===== src/rtl/eth_ctrl_frame_gen_pkg.sv =====
// Shared definitions for the control-frame generator: frame constants,
// FSM encoding, registered request record and the beat-to-tdata mux.
package eth_ctrl_frame_gen_pkg;

  localparam logic [15:0] ETH_CTRL_ETHERTYPE = 16'h88B5;
  localparam int unsigned CTRL_FRAME_BEATS   = 8;
  localparam logic [15:0] CTRL_FRAME_BYTES   = 16'd60;
  localparam logic [7:0]  CTRL_LAST_KEEP     = 8'h0F;
  localparam logic [7:0]  CTRL_FULL_KEEP     = 8'hFF;
  localparam logic [2:0]  HDR_LAST_BEAT      = 3'd2;
  localparam logic [2:0]  PAD_LAST_BEAT      = 3'(CTRL_FRAME_BEATS - 1);

  typedef enum logic [1:0] {
    ST_IDLE = 2'd0,
    ST_HDR  = 2'd1,
    ST_PAD  = 2'd2,
    ST_GAP  = 2'd3
  } ctrl_state_e;

  typedef struct packed {
    logic [47:0] dst;
    logic [47:0] src;
    logic [7:0]  mtype;
    logic [15:0] seq;
    logic [31:0] param;
  } ctrl_req_t;

  // Network-order word (first byte in the MSBs) to lane order (first byte on [7:0]).
  function automatic logic [63:0] bswap64(input logic [63:0] be);
    logic [63:0] le;
    le = 64'h0;
    for (int i = 0; i < 8; i++) begin
      le[8*i +: 8] = be[56-8*i +: 8];
    end
    return le;
  endfunction

  function automatic logic [63:0] beat_data(input logic [2:0] beat, input ctrl_req_t f,
                                            input logic [15:0] etype);
    logic [63:0] d;
    case (beat)
      3'd0:    d = bswap64({f.dst, f.src[47:32]});
      3'd1:    d = bswap64({f.src[31:0], etype, f.mtype, 8'h00});
      3'd2:    d = bswap64({f.seq, f.param, CTRL_FRAME_BYTES});
      default: d = 64'h0;
    endcase
    return d;
  endfunction

endpackage


===== src/rtl/eth_ctrl_frame_gen.sv =====
// Emits fixed-format 60-byte Ethernet control frames (8 x 64-bit beats) on an
// un-backpressured stream, with a programmable idle gap between frames.
module eth_ctrl_frame_gen
  import eth_ctrl_frame_gen_pkg::*;
#(
  parameter logic [15:0] ETHERTYPE  = ETH_CTRL_ETHERTYPE,
  parameter int unsigned GAP_CYCLES = 4
) (
  input  logic        i_crtl_clk,
  input  logic        i_crtl_rst,
  input  logic        i_enable,
  input  logic        i_req_valid,
  output logic        o_req_ready,
  input  logic [7:0]  i_req_type,
  input  logic [15:0] i_req_seq,
  input  logic [31:0] i_req_param,
  input  logic [47:0] i_dst_mac,
  input  logic [47:0] i_src_mac,
  output logic        m_ctrl_axis_tvalid,
  output logic [63:0] m_ctrl_axis_tdata,
  output logic        m_ctrl_axis_tlast,
  output logic [7:0]  m_ctrl_axis_tkeep,
  output logic        m_ctrl_axis_tuser,
  output logic [31:0] o_frame_cnt,
  output logic        o_busy
);

  localparam logic [7:0] GAP_LAST = 8'(GAP_CYCLES - 1);

  ctrl_state_e r_state, w_state_nxt;
  logic [2:0]  r_beat, w_beat_nxt;
  logic [7:0]  r_gap, w_gap_nxt;
  ctrl_req_t   r_req, w_req_nxt;
  logic        r_rst_done;
  logic        w_accept;
  logic        w_emit;
  logic        w_last;
  logic        r_tvalid;
  logic [63:0] r_tdata;
  logic        r_tlast;
  logic [7:0]  r_tkeep;
  logic [31:0] r_frame_cnt;

  // Ready only after the first edge out of reset, so it cannot rise asynchronously.
  assign o_req_ready = (r_state == ST_IDLE) && i_enable && r_rst_done;
  assign w_accept    = i_req_valid && o_req_ready;
  assign w_req_nxt   = w_accept ? '{dst: i_dst_mac, src: i_src_mac, mtype: i_req_type,
                                    seq: i_req_seq, param: i_req_param} : r_req;

  // Next-state, beat and gap counter logic.
  always_comb begin
    w_state_nxt = r_state;
    w_beat_nxt  = r_beat;
    w_gap_nxt   = r_gap;
    case (r_state)
      ST_IDLE: begin
        if (w_accept) begin
          w_state_nxt = ST_HDR;
          w_beat_nxt  = 3'd0;
        end else begin
          w_state_nxt = ST_IDLE;
        end
      end
      ST_HDR: begin
        w_beat_nxt = r_beat + 3'd1;
        if (r_beat == HDR_LAST_BEAT) begin
          w_state_nxt = ST_PAD;
        end else begin
          w_state_nxt = ST_HDR;
        end
      end
      ST_PAD: begin
        if (r_beat == PAD_LAST_BEAT) begin
          w_state_nxt = ST_GAP;
          w_beat_nxt  = 3'd0;
          w_gap_nxt   = 8'd0;
        end else begin
          w_beat_nxt = r_beat + 3'd1;
        end
      end
      ST_GAP: begin
        if (r_gap == GAP_LAST) begin
          w_state_nxt = ST_IDLE;
          w_gap_nxt   = 8'd0;
        end else begin
          w_gap_nxt = r_gap + 8'd1;
        end
      end
      default: begin
        w_state_nxt = ST_IDLE;
        w_beat_nxt  = 3'd0;
        w_gap_nxt   = 8'd0;
      end
    endcase
  end

  // Outputs are registered from the next state so beat 0 follows acceptance by one cycle.
  assign w_emit = (w_state_nxt == ST_HDR) || (w_state_nxt == ST_PAD);
  assign w_last = w_emit && (w_beat_nxt == PAD_LAST_BEAT);

  // State, captured request and registered stream outputs.
  always_ff @(posedge i_crtl_clk or posedge i_crtl_rst) begin
    if (i_crtl_rst) begin
      r_state     <= ST_IDLE;
      r_beat      <= 3'd0;
      r_gap       <= 8'd0;
      r_req       <= '0;
      r_rst_done  <= 1'b0;
      r_tvalid    <= 1'b0;
      r_tdata     <= 64'h0;
      r_tlast     <= 1'b0;
      r_tkeep     <= 8'h00;
      r_frame_cnt <= 32'h0;
    end else begin
      r_state    <= w_state_nxt;
      r_beat     <= w_beat_nxt;
      r_gap      <= w_gap_nxt;
      r_req      <= w_req_nxt;
      r_rst_done <= 1'b1;
      r_tvalid   <= w_emit;
      r_tdata    <= w_emit ? beat_data(w_beat_nxt, w_req_nxt, ETHERTYPE) : 64'h0;
      r_tlast    <= w_last;
      r_tkeep    <= w_emit ? (w_last ? CTRL_LAST_KEEP : CTRL_FULL_KEEP) : 8'h00;
      if (w_last) begin
        r_frame_cnt <= r_frame_cnt + 32'd1;
      end
    end
  end

  assign m_ctrl_axis_tvalid = r_tvalid;
  assign m_ctrl_axis_tdata  = r_tdata;
  assign m_ctrl_axis_tlast  = r_tlast;
  assign m_ctrl_axis_tkeep  = r_tkeep;
  assign m_ctrl_axis_tuser  = 1'b0;
  assign o_frame_cnt        = r_frame_cnt;
  assign o_busy             = (r_state != ST_IDLE);

endmodule


===== config.mk =====
export PLATFORM = sky130hd
export DESIGN_NAME = eth_ctrl_frame_gen
export DESIGN_NICKNAME = d
export VERILOG_FILES = /design/src/rtl/eth_ctrl_frame_gen_pkg.sv /design/src/rtl/eth_ctrl_frame_gen.sv
export SDC_FILE = /design/constraint.sdc
export NUM_CORES = 1
export LEC_CHECK = 0
export CAP_MARGIN = 0
export CORE_ASPECT_RATIO = 1.25
export CORE_UTILIZATION = 45
export DETAILED_ROUTE_END_ITERATION = 16
export PLACE_DENSITY = 0.73
export REMOVE_ABC_BUFFERS = 1
export SLEW_MARGIN = 20
export SYNTH_ARGS = -nofsm -noshare
export SYNTH_HDL_FRONTEND = slang
export SYNTH_SLANG_ARGS = --single-unit

===== constraint.sdc =====
create_clock -name i_crtl_clk -period 22.2 [get_ports i_crtl_clk]
set_input_delay 2.22 -clock i_crtl_clk [delete_from_list [all_inputs] [get_ports i_crtl_clk]]
set_output_delay 2.22 -clock i_crtl_clk [all_outputs]
set_load 0.02 [all_outputs]

==> impl_metrics.csv, run 1 <==
group,metric,value,unit
pwr,ir_drop,0.000140,V
sta,clock.fmax,176,MHz
detailed_routing,drt_wl_total,25600,µm
sta,fin_crit,5.69,ns
synthesis,synth_mux_area_share,19.1,%
cts,cts-resized-gates,0,
die,die_y,177,µm
global_route,grt_pass1_vias,7844,
cts,cts_inserted_buffers,28,
pwr,power,0.00200,W
worst_setup_path,regToRegStartpoint,"r_beat[0]",
cts,cts_tree,"done",
synthesis,syn_area_per_cell,13.1,µm²
placed_design,gp_congestion,0.784,
worst_setup_path,worstSetupPathType,"in2out",
global_route,antenna_found_initial,3,
detailed_routing,drt_iter0_drc,316,
placed_design,dp_hpwl,16800,µm
synthesis,async_flop_share,100,%
detailed_routing,dr.pass1.iters,5,
placed_design,pre_cts_slack,16.50,ns
sta,setup_viol,0,
sta,hold_viol,0,
cts,clock_latency,0.53,ns
worst_setup_path,startpoint,"i_enable",
sta,tns,0,ns
synthesis,ys.flop_type,"dfrtp_1",
global_route,track_usage,20.6,%
synthesis,netlist_area,0.0111,mm²
layout,layout.nets,1257,
sta,slew_headroom,30.0,%
sta,grt_setup_unrepaired,"false",
worst_setup_path,crit_path_end_kind,"output port",
detailed_routing,postRouteAntennaNets,0,
cts,cts_num_sinks,265,
die,ios,265,
global_route,grt_max_degree,125,
worst_setup_path,cp_data_required_time,19.98,ns
pwr,power.density,135,mW/mm²
worst_setup_path,r2r_setup_slack,18.59,ns
cts,clockBufferDepth,3,
sta,setup_ws,16.51,ns
cts,root_buffer,"clkbuf_16",
sta,fin_crit_sh,25.6,%
synthesis,synth_compound_area_share,4.95,%
synthesis,ys_ff_latch,265,
die,initial_core_util,46.2,%
hold_path,whs_endpoint,"o_frame_cnt[31]",
cts,clk_pin_slew,0.06,ns
detailed_routing,vias,7455,
sta,tightest_slew,1.05,ns
cts,htreeDepth,1,
sta,finalClockSkew,0.00948,ns
die,coreArea,0.0240,mm²
hold_path,hold_start,"o_frame_cnt[31]",
synthesis,syn_inst,848,
worst_setup_path,r2r_end,"m_ctrl_axis_tdata[39]",
detailed_routing,viasPerCell,5.16,
placed_design,port_buffers,263,
synthesis,ys_seq_area_share,59.9,%
worst_setup_path,arrival,3.47,ns
detailed_routing,drc_errors,0,
layout,area_growth,33.5,%
global_route,grt_pass1_wl,40900,µm
hold_path,min_path_type,"reg2reg",
die,rows,63,
worst_setup_path,cp-start-kind,"primary input",
layout,drive_above_1_share,19.6,%
synthesis,synthAdderAreaFrac,0.565,%
pwr,cellLeakagePower,6.55,nW
synthesis,synth_top_family_by_area,"multiplexers",
worst_setup_path,crit_path_max_fanout,2,
cts,post-cts-setup-buffers,0,
status,status,"completed",
worst_setup_path,rr_worst_depth,9,
die,fp.dieW,142,µm
detailed_routing,detail_route.wl_per_cell,17.7,µm
run,cap_violations,0,
die,die_area,0.0253,mm²
synthesis,synthXorXnorAreaFrac,2.61,%
synthesis,yosysWarnings,0,
synthesis,synth_edf_count,0,
global_route,globalRouteOverflowTotal,0,
cts,holdBufCountCts,0,
hold_path,worst_hold_path.num_cells,1,
synthesis,ys_types,58,
sta,drv_slew,0,
synthesis,synth-simple-area-share,8.92,%
## power by group
| group | switching, W | total (W) | leakage, nW | internal, W |
|---|---|---|---|---|
| clock network | 0.000187 | 0.000473 | 0.467 | 0.000286 |
| logic | 0.000439 | 0.000802 | 2.73 | 0.000363 |
| registers | 0.0000614 | 0.000723 | 3.36 | 0.000661 |
## cell usage in the layout, fill, tap and decap left out, types with 8 or more instances in the layout
master           netlist  routed
nor2_1                38      38
clkdlybuf4s50_1        0     263
nand2_1               79      79
nor3_1                 8       8
xor2_1                20      20
mux2i_1               35      35
dfrtp_1              265     265
mux2_2               142     142
a21oi_1               22      21
mux2_4                10      10
nand2b_1              17      16
nand4_1                9       9
inv_1                 14      13
xnor2_1               13      13
nand3_1               15      15
buf_4                 11       8
clkbuf_16              0      29
o22ai_1               39      39
## per-layer routing
layer	vias up	GRT usage (%)	part of all wire, %
li1	3439	-	-
met1	3756	25.9	41
met2	207	35.1	50
met3	53	3.89	5.4
met4	0	8.15	3.5
met5	-	0	0
## critical path: stages
cell and delay [ns]:
clkdlybuf4s50_1 0.49, and3_1 0.15, clkdlybuf4s50_1 0.61
## cell usage after synthesis, drive strengths merged, types with 5 or more instances
library cell / number / area [µm²]
a21oi: 22 / 110
mux2: 153 / 1760
nor3: 9 / 50.1
nor3b: 8 / 65.1
xor2: 20 / 175
nor2: 38 / 143
buf: 44 / 349
nand4: 10 / 68.8
nand2b: 17 / 106
dfrtp: 265 / 6630
clkbuf: 9 / 33.8
mux2i: 35 / 350
o22ai: 39 / 244
nand3: 16 / 85.1
o21ai: 7 / 35.0
ha: 5 / 62.6
xnor2: 13 / 114
nand2: 80 / 303
inv: 15 / 56.3
## final cells by class
class	count	area, µm²
clock buffers	43	848
clock inverters	8	108
inverters	15	63.8
multi-input cells	515	4030
diodes	3	7.51
repair buffers	271	2690
fillers	1958	9180
flip-flops and latches	265	6630
well taps	325	407
## stage by stage
step | util [%] | hold slack (ns) | std cells | cell area (µm²)
final | 61.7 | 0.477 | 1445 | 14800
after global placement | 57.7 | 0.458 | 1391 | 13800
after detailed placement | 57.7 | 0.462 | 1391 | 13800
after global routing | 61.7 | 0.501 | 1445 | 14800
after floorplan | - | 0.446 | 795 | 10700
after CTS | 61.7 | 0.479 | 1442 | 14800
## sequential cells by signal (all words and copies together), names as in the netlist
signal,count
m_ctrl_axis_tdata,64
m_ctrl_axis_tkeep,2
m_ctrl_axis_tlast,1
o_frame_cnt,32
r_beat,3
r_gap,8
r_req,152
r_rst_done,1
r_state,2
## logic make-up after synthesis
family                   after synthesis
flip-flops                           265
AND/OR/NAND/NOR                      200
multiplexers                         188
other                                  2
buffers and inverters                 68
adder cells (fa/ha/maj)                5
XOR/XNOR                              33
AO/OA/AOI/OAI                         87
## how the worst max path moves through the flow
stage,endpoint,slack (ns)
2_1_floorplan,m_ctrl_axis_tdata[0],12.68
3_3_place_gp,o_req_ready,16.53
3_5_place_dp,o_req_ready,16.50
4_1_cts,o_req_ready,16.50
5_1_grt,o_req_ready,16.49
6_report,o_req_ready,16.51
Power figures use the tool's default switching activity.
==> inputs of run 2 (changes only) <==
Clock period 22.2 ns to 5.88 ns, I/O delays scaled along.
==> impl_metrics.csv, run 2 (synthesized netlist as in run 1, its figures left out) <==
group,metric,value,unit
pwr,power,0.00747,W
die,fp.dieW,142,µm
sta,drv_slew,0,
layout,layout.nets,1253,
worst_setup_path,cp_data_required_time,6.26,ns
sta,clock.fmax,305,MHz
global_route,grt_pass1_vias,7624,
global_route,busiest_layer,"met2",
hold_path,hold_start,"o_frame_cnt[31]",
detailed_routing,dr.pass1.iters,4,
pwr,power.density,507,mW/mm²
pwr,ir_drop,0.000357,V
worst_setup_path,worstSetupPathType,"reg2reg",
worst_setup_path,arrival,3.66,ns
placed_design,gp_congestion,0.781,
sta,fin_crit_sh,55.7,%
sta,grt_setup_unrepaired,"false",
layout,regMostFlops,"r_req",
layout,largest_register_ffs,152,
die,die_area,0.0253,mm²
cts,post-cts-setup-buffers,0,
layout,drive_above_1_share,19.4,%
worst_setup_path,cp-start-kind,"flip-flop",
detailed_routing,drt_iter0_drc,317,
sta,setup_viol,0,
global_route,grt_pass1_wl,40200,µm
die,rows,63,
cts,root_buffer,"clkbuf_16",
layout,layout_commonest_cell,"dfrtp_1",
die,ios,265,
detailed_routing,drt_wl_total,25800,µm
hold_path,whs_endpoint,"o_frame_cnt[31]",
global_route,track_usage,20.2,%
global_route,grt_max_degree,146,
layout,fillerInstances,1957,
pwr,cellLeakagePower,6.53,nW
global_route,use_met3,3.94,%
sta,fin_crit,3.27,ns
sta,setup_ws,2.61,ns
worst_setup_path,crit_path_max_fanout,47,
hold_path,worst_hold_path.num_cells,1,
global_route,grtUsageMet1,24.9,%
detailed_routing,postRouteAntennaNets,0,
sta,tightest_slew,0.989,ns
worst_setup_path,rr_worst_depth,9,
placed_design,place_area,0.0138,mm²
layout,area_growth,33.0,%
sta,hold_viol,0,
worst_setup_path,regToRegStartpoint,"r_beat[0]",
detailed_routing,detail_route.wl_per_cell,17.9,µm
cts,cts_tree,"done",
global_route,grt_util_met2,35.1,%
cts,clock_latency,0.53,ns
sta,slew_headroom,34.0,%
detailed_routing,viasPerCell,5.10,
layout,final_area,0.0147,mm²
hold_path,min_path_type,"reg2reg",
status,status,"completed",
detailed_routing,vias,7345,
die,initial_core_util,46.2,%
cts,htreeDepth,1,
placed_design,pre_cts_slack,2.37,ns
worst_setup_path,r2r_setup_slack,2.61,ns
die,die_y,177,µm
placed_design,port_buffers,263,
die,coreArea,0.0240,mm²
worst_setup_path,crit_path_end_kind,"flip-flop",
detailed_routing,drc_errors,0,
cts,clockBufferDepth,3,
sta,finalClockSkew,0.0140,ns
cts,cts_num_sinks,265,
cts,holdBufCountCts,0,
global_route,antenna_found_initial,3,
run,cap_violations,0,
global_route,globalRouteOverflowTotal,0,
cts,cts_inserted_buffers,26,
cts,clk_pin_slew,0.07,ns
layout,most-common-layout-cells,"dfrtp_1, clkdlybuf4s50_1, mux2_2",
placed_design,dp_hpwl,16700,µm
cts,cts-resized-gates,0,
worst_setup_path,r2r_end,"m_ctrl_axis_tdata[44]",
-- run 2: metrics by stage --
step | hold WS, ns | std cells | utilization (%) | setup TNS (ns)
6_report | 0.479 | 1440 | 61.5 | 0
5_1_grt | 0.499 | 1438 | 61.4 | 0
4_1_cts | 0.489 | 1436 | 61.4 | 0
3_5_place_dp | 0.472 | 1389 | 57.7 | 0
3_3_place_gp | 0.455 | 1389 | 57.7 | 0
2_1_floorplan | 0.446 | 795 | - | -531.30
-- run 2: per-layer routing --
metal	vias to the layer above	routed length (µm)
met5	-	0
met3	46	1400
met4	0	815
met1	3674	10600
met2	187	12900
li1	3438	-
-- run 2: worst max path at each step --
| stage | start | end | slack [ns] | cells past startpoint |
|---|---|---|---|---|
| after floorplan | i_crtl_rst | m_ctrl_axis_tdata[0] | -2.00 | 1 |
| after global placement | i_enable | m_ctrl_axis_tdata[39] | 2.38 | 7 |
| after global routing | r_beat[0] | m_ctrl_axis_tdata[35] | 2.28 | 8 |
| final | r_beat[0] | m_ctrl_axis_tdata[44] | 2.61 | 9 |
| after detailed placement | i_enable | m_ctrl_axis_tdata[35] | 2.37 | 7 |
| after CTS | r_beat[0] | m_ctrl_axis_tdata[44] | 2.59 | 9 |
-- run 2: power breakdown --
part | switching (W) | total (W) | internal (W)
registers | 0.000236 | 0.00273 | 0.00250
clock network | 0.000711 | 0.00172 | 0.00101
logic | 0.00165 | 0.00302 | 0.00137
total | 0.00259 | 0.00747 | 0.00488
-- run 2: cell type report --
cell class	count	area [µm²]	area share [%]
well taps	325	407	2.76
clock buffers	35	734	4.99
flip-flops and latches	265	6630	45.0
repair buffers	269	2700	18.4
multi-input cells	515	4030	27.3
diodes	4	10.0	0.0680
clock inverters	12	154	1.04
inverters	15	63.8	0.433
-- run 2: critical path, stage by stage, from the launching register on --
cell and delay, ns:
dfrtp_1 0.46, ha_1 0.24, ha_1 0.24, nor3b_1 0.21, a311o_1 0.25, nand2_2 0.43
buf_4 0.45, nand2b_2 0.11, buf_4 0.51, o22ai_1 0.18
